===== src/rtl/calc_mp.sv =====
// rtl/calc_mp.sv - multi-port two-cycle request calculator sharing one pipelined ALU
module calc_mp #(
  parameter int N_PORTS    = 4,
  parameter int DATA_W     = 32,
  parameter int FIFO_DEPTH = 2,
  parameter int SAT_MODE   = 0
) (
  input  logic                      c_clk,
  input  logic                      reset,
  input  logic [4*N_PORTS-1:0]      req_cmd_in,
  input  logic [DATA_W*N_PORTS-1:0] req_data_in,
  output logic [N_PORTS-1:0]        req_busy,
  output logic [2*N_PORTS-1:0]      out_resp,
  output logic [DATA_W*N_PORTS-1:0] out_data
);
  localparam int PORT_W = (N_PORTS > 1) ? $clog2(N_PORTS) : 1;
  localparam int PTR_W  = $clog2(FIFO_DEPTH);
  localparam int SH_W   = $clog2(DATA_W);
  localparam logic [1:0] RESP_OK  = 2'd1;
  localparam logic [1:0] RESP_ERR = 2'd2;

  logic [N_PORTS-1:0]        fifo_empty;
  logic [4*N_PORTS-1:0]      head_cmd;
  logic [DATA_W*N_PORTS-1:0] head_op1;
  logic [DATA_W*N_PORTS-1:0] head_op2;

  logic              gnt_valid;
  logic [PORT_W-1:0] gnt_port;
  logic [PORT_W-1:0] rr_ptr;

  for (genvar p = 0; p < N_PORTS; p++) begin : g_port
    typedef enum logic {CAP_IDLE = 1'b0, CAP_OP2 = 1'b1} cap_state_e;

    cap_state_e        cap_state;
    cap_state_e        cap_next;
    logic [3:0]        cmd;
    logic [DATA_W-1:0] data;
    logic              cap_start;
    logic              push;
    logic              pop;
    logic              full;
    logic [3:0]        cap_cmd;
    logic [DATA_W-1:0] cap_op1;
    logic [PTR_W-1:0]  wr_ptr;
    logic [PTR_W-1:0]  rd_ptr;
    logic [PTR_W:0]    count;
    logic [3:0]        mem_cmd [FIFO_DEPTH];
    logic [DATA_W-1:0] mem_op1 [FIFO_DEPTH];
    logic [DATA_W-1:0] mem_op2 [FIFO_DEPTH];

    assign cmd  = req_cmd_in[4*p +: 4];
    assign data = req_data_in[DATA_W*p +: DATA_W];
    assign full = (count == (PTR_W+1)'(FIFO_DEPTH));
    assign pop  = gnt_valid && (gnt_port == PORT_W'(p));

    always_ff @(posedge c_clk or negedge reset) begin
      if (!reset) cap_state <= CAP_IDLE;
      else        cap_state <= cap_next;
    end

    always_comb begin
      cap_next = cap_state;
      case (cap_state)
        CAP_IDLE: if (cmd != 4'd0 && !full) cap_next = CAP_OP2;
        CAP_OP2:  cap_next = CAP_IDLE;
        default:  cap_next = CAP_IDLE;
      endcase
    end

    // A request seen while busy is dropped whole; the second cycle is never captured.
    always_comb begin
      cap_start = (cap_state == CAP_IDLE) && (cmd != 4'd0) && !full;
      push      = (cap_state == CAP_OP2);
    end

    always_ff @(posedge c_clk or negedge reset) begin
      if (!reset) begin
        cap_cmd <= '0;
        cap_op1 <= '0;
      end else if (cap_start) begin
        cap_cmd <= cmd;
        cap_op1 <= data;
      end
    end

    always_ff @(posedge c_clk or negedge reset) begin
      if (!reset) begin
        wr_ptr <= '0;
        rd_ptr <= '0;
        count  <= '0;
      end else begin
        if (push) wr_ptr <= wr_ptr + 1'b1;
        if (pop)  rd_ptr <= rd_ptr + 1'b1;
        count <= count + (PTR_W+1)'(push) - (PTR_W+1)'(pop);
      end
    end

    always_ff @(posedge c_clk) begin
      if (push) begin
        mem_cmd[wr_ptr] <= cap_cmd;
        mem_op1[wr_ptr] <= cap_op1;
        mem_op2[wr_ptr] <= data;
      end
    end

    assign fifo_empty[p]                  = (count == '0);
    assign req_busy[p]                    = full;
    assign head_cmd[4*p +: 4]             = mem_cmd[rd_ptr];
    assign head_op1[DATA_W*p +: DATA_W]   = mem_op1[rd_ptr];
    assign head_op2[DATA_W*p +: DATA_W]   = mem_op2[rd_ptr];
  end

  // Search starts at rr_ptr and wraps; first non-empty queue wins.
  always_comb begin
    logic [PORT_W:0]   sum;
    logic [PORT_W-1:0] idx;
    gnt_valid = 1'b0;
    gnt_port  = '0;
    sum       = '0;
    idx       = '0;
    for (int i = 0; i < N_PORTS; i++) begin
      sum = {1'b0, rr_ptr} + (PORT_W+1)'(i);
      if (sum >= (PORT_W+1)'(N_PORTS)) sum = sum - (PORT_W+1)'(N_PORTS);
      idx = sum[PORT_W-1:0];
      if (!gnt_valid && !fifo_empty[idx]) begin
        gnt_valid = 1'b1;
        gnt_port  = idx;
      end
    end
  end

  always_ff @(posedge c_clk or negedge reset) begin
    if (!reset) begin
      rr_ptr <= '0;
    end else if (gnt_valid) begin
      rr_ptr <= (gnt_port == PORT_W'(N_PORTS-1)) ? '0 : gnt_port + 1'b1;
    end
  end

  logic              s1_valid;
  logic [PORT_W-1:0] s1_port;
  logic [3:0]        s1_cmd;
  logic [DATA_W-1:0] s1_op1;
  logic [DATA_W-1:0] s1_op2;

  always_ff @(posedge c_clk or negedge reset) begin
    if (!reset) begin
      s1_valid <= 1'b0;
      s1_port  <= '0;
      s1_cmd   <= '0;
      s1_op1   <= '0;
      s1_op2   <= '0;
    end else begin
      s1_valid <= gnt_valid;
      s1_port  <= gnt_port;
      s1_cmd   <= head_cmd[4*gnt_port +: 4];
      s1_op1   <= head_op1[DATA_W*gnt_port +: DATA_W];
      s1_op2   <= head_op2[DATA_W*gnt_port +: DATA_W];
    end
  end

  logic [DATA_W:0]   sum_ext;
  logic [DATA_W:0]   dif_ext;
  logic [SH_W-1:0]   shamt;
  logic [1:0]        alu_resp;
  logic [DATA_W-1:0] alu_data;

  // Bit DATA_W of the widened sum/difference is the carry or borrow.
  always_comb begin
    sum_ext  = {1'b0, s1_op1} + {1'b0, s1_op2};
    dif_ext  = {1'b0, s1_op1} - {1'b0, s1_op2};
    shamt    = s1_op2[SH_W-1:0];
    alu_resp = RESP_OK;
    alu_data = '0;
    case (s1_cmd)
      4'd1: begin
        if (!sum_ext[DATA_W])    alu_data = sum_ext[DATA_W-1:0];
        else if (SAT_MODE != 0)  alu_data = '1;
        else                     alu_resp = RESP_ERR;
      end
      4'd2: begin
        if (!dif_ext[DATA_W])    alu_data = dif_ext[DATA_W-1:0];
        else if (SAT_MODE == 0)  alu_resp = RESP_ERR;
      end
      4'd5:    alu_data = s1_op1 << shamt;
      4'd6:    alu_data = s1_op1 >> shamt;
      default: alu_resp = RESP_ERR;
    endcase
  end

  logic              s2_valid;
  logic [PORT_W-1:0] s2_port;
  logic [1:0]        s2_resp;
  logic [DATA_W-1:0] s2_data;

  always_ff @(posedge c_clk or negedge reset) begin
    if (!reset) begin
      s2_valid <= 1'b0;
      s2_port  <= '0;
      s2_resp  <= '0;
      s2_data  <= '0;
    end else begin
      s2_valid <= s1_valid;
      s2_port  <= s1_port;
      s2_resp  <= alu_resp;
      s2_data  <= alu_data;
    end
  end

  // Responses are single-cycle pulses; every other port reads zero.
  always_ff @(posedge c_clk or negedge reset) begin
    if (!reset) begin
      out_resp <= '0;
      out_data <= '0;
    end else begin
      out_resp <= '0;
      out_data <= '0;
      if (s2_valid) begin
        out_resp[2*s2_port +: 2]           <= s2_resp;
        out_data[DATA_W*s2_port +: DATA_W] <= s2_data;
      end
    end
  end

endmodule


===== config.mk =====
export PLATFORM = sky130hd
export DESIGN_NAME = calc_mp
export DESIGN_NICKNAME = d
export VERILOG_FILES = /design/src/rtl/calc_mp.sv
export SDC_FILE = /design/constraint.sdc
export NUM_CORES = 1
export LEC_CHECK = 0
export ABC_CLOCK_PERIOD_IN_PS = 4100
export CORE_UTILIZATION = 48
export CTS_BUF_LIST = sky130_fd_sc_hd__clkbuf_8
export CTS_CLUSTER_DIAMETER = 40
export DETAILED_ROUTE_END_ITERATION = 8
export PLACE_DENSITY = 0.68
export SLEW_MARGIN = 30
export SYNTH_ARGS = -nofsm -noshare
export SYNTH_HDL_FRONTEND = slang
export SYNTH_SLANG_ARGS = --single-unit

===== constraint.sdc =====
create_clock -name c_clk -period 4.1 [get_ports c_clk]
set_input_delay 1.23 -clock c_clk [delete_from_list [all_inputs] [get_ports c_clk]]
set_output_delay 1.23 -clock c_clk [all_outputs]
set_load 0.01 [all_outputs]

==> results.py <==
metrics = {
    "run_status": {
        "status": "finished, final reports clean",
    },
    "flow_run": {
        "maxCapViolCount": 0,
    },
    "critical_path": {
        "critPathRequiredTime_ns": 4.78,
        "startpoint": "s1_op2[0]",
        "crit_top_cell": "o2111ai_1",
        "crit_family": "compound AO/OA/AOI/OAI gates",
        "crit_type": "register to register",
        "regToRegSetupSlack_ns": 0.24,
        "cp_cell_sequence": "ha_1, inv_1, fa_1, o21bai_1, o2111ai_1, a211oi_1, buf_4, a211oi_2, nand3_1, a31o_2, nor2_1, o32ai_1, o2111ai_1",
        "critPathSlowestCell": "o32ai_1",
        "worstSetupStartpointType": "register",
        "endpoint_kind": "register",
        "r2r_end": "s2_data[22]",
        "cp_max_fo": 8,
        "crit_end": "s2_data[22]",
        "r2r-start": "s1_op2[0]",
        "ff2ff_path_depth": 13,
        "cp.arrival_ns": 4.54,
        "max_stage_delay_ns": 0.53,
        "crit_buf_inv": 2,
        "cp.depth": 13,
    },
    "die": {
        "ios": 286,
        "initial_core_util_pct": 48.75,
        "die_h_um": 297.0,
        "dieArea_um2": 88200,
        "rows": 107,
        "die_w_um": 297.0,
        "core_area_um2": 85680,
    },
    "placement": {
        "hpwl_um": 89600,
        "portBuffers": 285,
        "place_area_um2": 46640,
        "place_congestion": 0.9892,
    },
    "clock_network": {
        "cts.clk_slew.worst_paths_ns": 0.06,
        "holdBufCountCts": 0,
        "post_cts_buffers": 0,
        "clock_sinks": 954,
        "htreeDepth": 4,
        "root_buffer": "clkbuf_8",
        "cts_tree": "built",
        "clock_latency_ns": 0.85,
        "cts_buffer_depth": 3,
        "cts_resized": 0,
        "numCtsBuffers": 163,
    },
    "grt": {
        "grt_overflow": 0,
        "grt_max_degree": 90,
        "grt_pass1_vias": 28130,
        "antenna_found_initial": 12,
        "track_usage_pct": 28.26,
        "grt_first_pass_wirelength_um": 184000,
    },
    "timing": {
        "hold_viol": 0,
        "worst_slew_pin_slew_ns": 0.9596,
        "rsz0062_at_grt": "false",
        "fmaxAchievable_ghz": 0.2588,
        "slew_headroom_pct": 36.02,
        "fin_crit_ns": 3.864,
        "final.period_utilization_pct": 94.24,
        "fin_tns_setup_ns": 0,
        "slew_viol_final": 0,
        "setup_viol": 0,
        "finalClockSkew_ns": 0.03742,
    },
    "detailed_routing": {
        "routed_wirelength_um": 124300,
        "wl_met2_um": 60380,
        "met3_length_um": 6606,
        "dr.max_layer_used": "met5",
        "first_pass_iters": 5,
        "dr_total_vias": 27500,
        "vias_per_cell": 5.690,
        "wl_per_cell_um": 25.71,
        "dr.first_iter.drc_count": 2158,
        "route.detailed.drc": 0,
        "ant_nets": 0,
        "wl_met1_um": 51850,
    },
    "synth": {
        "syn_avg_cell_area_um2": 13.29,
        "synth_nets": 3374,
        "yosysWarnings": 0,
        "syn_inst": 3143,
        "synth.distinct_cells": 80,
        "synth_seq_area_share_pct": 63.67,
        "async_flop_share_pct": 42.98,
        "syn-cell-area_um2": 41770,
        "synthFlopType": "edfxtp_1",
        "ys_seq_elements": 954,
        "synth_edf_count": 544,
    },
    "min_path": {
        "hp-class": "register to register",
    },
    "pwr": {
        "irDropWorstVdd_v": 0.0009014,
        "p_leak_uw": 0.01996,
        "power_density_nw_per_um2": 964.7,
    },
    "final_layout": {
        "area_growth_pct": 19.79,
        "drive_gt1_share_pct": 19.48,
        "design_area_um2": 50040,
        "fin_nets": 3775,
    },
}
## layout by cell type (no fill, tap or decap), types with 23 or more instances in the layout
cell type        netlist  routed
a21oi_1              148     148
mux2_2               296     296
o22ai_1               28      28
mux2i_1              194     194
nand3_1               28      28
clkdlybuf4s50_1        0     284
buf_4                  4     113
and2_1               156     152
dfrtp_1              410     403
inv_1                 79     139
o211ai_1              84      84
a211oi_1              24      24
nand2b_1              24      24
clkbuf_8               0     193
o21ai_0              186     186
ha_1                  83      83
edfxtp_1             544     544
nand2_1              195     195
nor2b_1               27      23
nor2_1               160     159
## state kept, by name, indices dropped and copies added (netlist names), 8 cells and up
name,flops
out_resp,8
s2_data,32
g_port.cap_cmd,16
g_port.mem_op2,256
s1_op2,32
s1_op1,32
g_port.mem_op1,256
g_port.count,8
g_port.mem_cmd,32
g_port.cap_op1,128
out_data,128
## cells in the mapped netlist (all sizes together) (7+ instances only)
cell       n  area share, %
nand3     28           0.34
mux2     296            8.0
o32ai      8           0.17
nor2b     27           0.40
buf       40           0.46
clkbuf   144            1.3
o2bb2ai    9           0.19
o211ai    84            1.5
a31oi     14           0.26
o31ai      9           0.16
nand2b    25           0.38
xor2       8           0.17
nor2     160            1.4
mux4       7           0.38
o221ai    16           0.34
or3       10           0.15
o21a      10           0.18
dfrtp    410             25
and3      10           0.15
a21oi    148            1.8
ha        83            2.5
a21o      18           0.32
inv       80           0.72
nand2    195            1.8
mux2i    194            4.6
o21ai    191            2.3
nor4      14           0.21
a221oi    11           0.23
o22ai     28           0.42
and2     156            2.3
a211oi    25           0.46
o21bai    19           0.35
xnor2      9           0.19
nor3      25           0.30
edfxtp   544             39
## stage by stage
stage / std cells / hold slack [ns] / utilization [%] / power [uW] / setup WS, ns
2_1_floorplan: 3143 / 0.3312 / - / 29870 / 0.1613
6_report: 4833 / 0.3548 / 58.40 / 48270 / 0.2362
3_5_place_dp: 4520 / 0.3529 / 54.43 / 39910 / 0.3419
3_3_place_gp: 4519 / 0.3368 / 54.38 / 39500 / 0.4645
4_1_cts: 4826 / 0.3471 / 58.29 / 48430 / 0.3077
5_1_grt: 4830 / 0.3564 / 58.39 / 50820 / 0.05036
## cell families after synthesis
logic type | synth area share [%]
AOI/OAI and AO/OA | 10.10
xor gates and xnor gates | 0.3565
adders and majority gates | 2.582
buffers and inverters | 2.495
DFF | 63.67
muxes | 13.01
and+or+nand+nor | 7.782
## worst min-delay path by stage
stage               cells after the start    endpoint  slack (ns)       start
finish                                  0  s2_port[1]        0.35  s1_port[1]
global route                            0  s2_port[1]        0.36  s1_port[1]
CTS                                     0  s2_port[1]        0.35  s1_port[1]
detailed placement                      0  s2_port[0]        0.35  s1_port[0]
global placement                        0  s2_port[0]        0.34  s1_port[0]
floorplan                               0  s2_port[0]        0.33  s1_port[0]
## area by class of cell
cell class	instances	area [um2]
multi-input combinational	1923	14210
inverter	82	307.8
fill	6795	35650
timing repair buffer	420	4151
antenna	4	10.01
sequential	954	26610
tap	1144	1431
clock buffer	193	2656
clock inverter	113	653.1
## worst register-to-register path, stage by stage (launching register included)
cell	delay (ns)
dfrtp_2	0.45
ha_1	0.21
inv_1	0.07
fa_1	0.42
o21bai_1	0.21
o2111ai_1	0.20
a211oi_1	0.45
buf_4	0.20
a211oi_2	0.13
nand3_1	0.22
a31o_2	0.30
nor2_1	0.08
o32ai_1	0.53
o2111ai_1	0.24
## routing by layer
layer  track usage (%)  vias up
met3             4.747      233
li1                  -    12430
met4             12.70       16
met2             46.41      892
met5                 0        -
met1             36.92    13930
## report_power, final
| part | leakage [uW] | switching [uW] | internal, uW |
|---|---|---|---|
| sequential | 0.0102 | 2290 | 14500 |
| clock | 0.00189 | 3850 | 4570 |
| combinational | 0.00788 | 14600 | 8510 |
| total | 0.0200 | 20700 | 27500 |
Note: power is estimated with default switching activity, not from simulation.
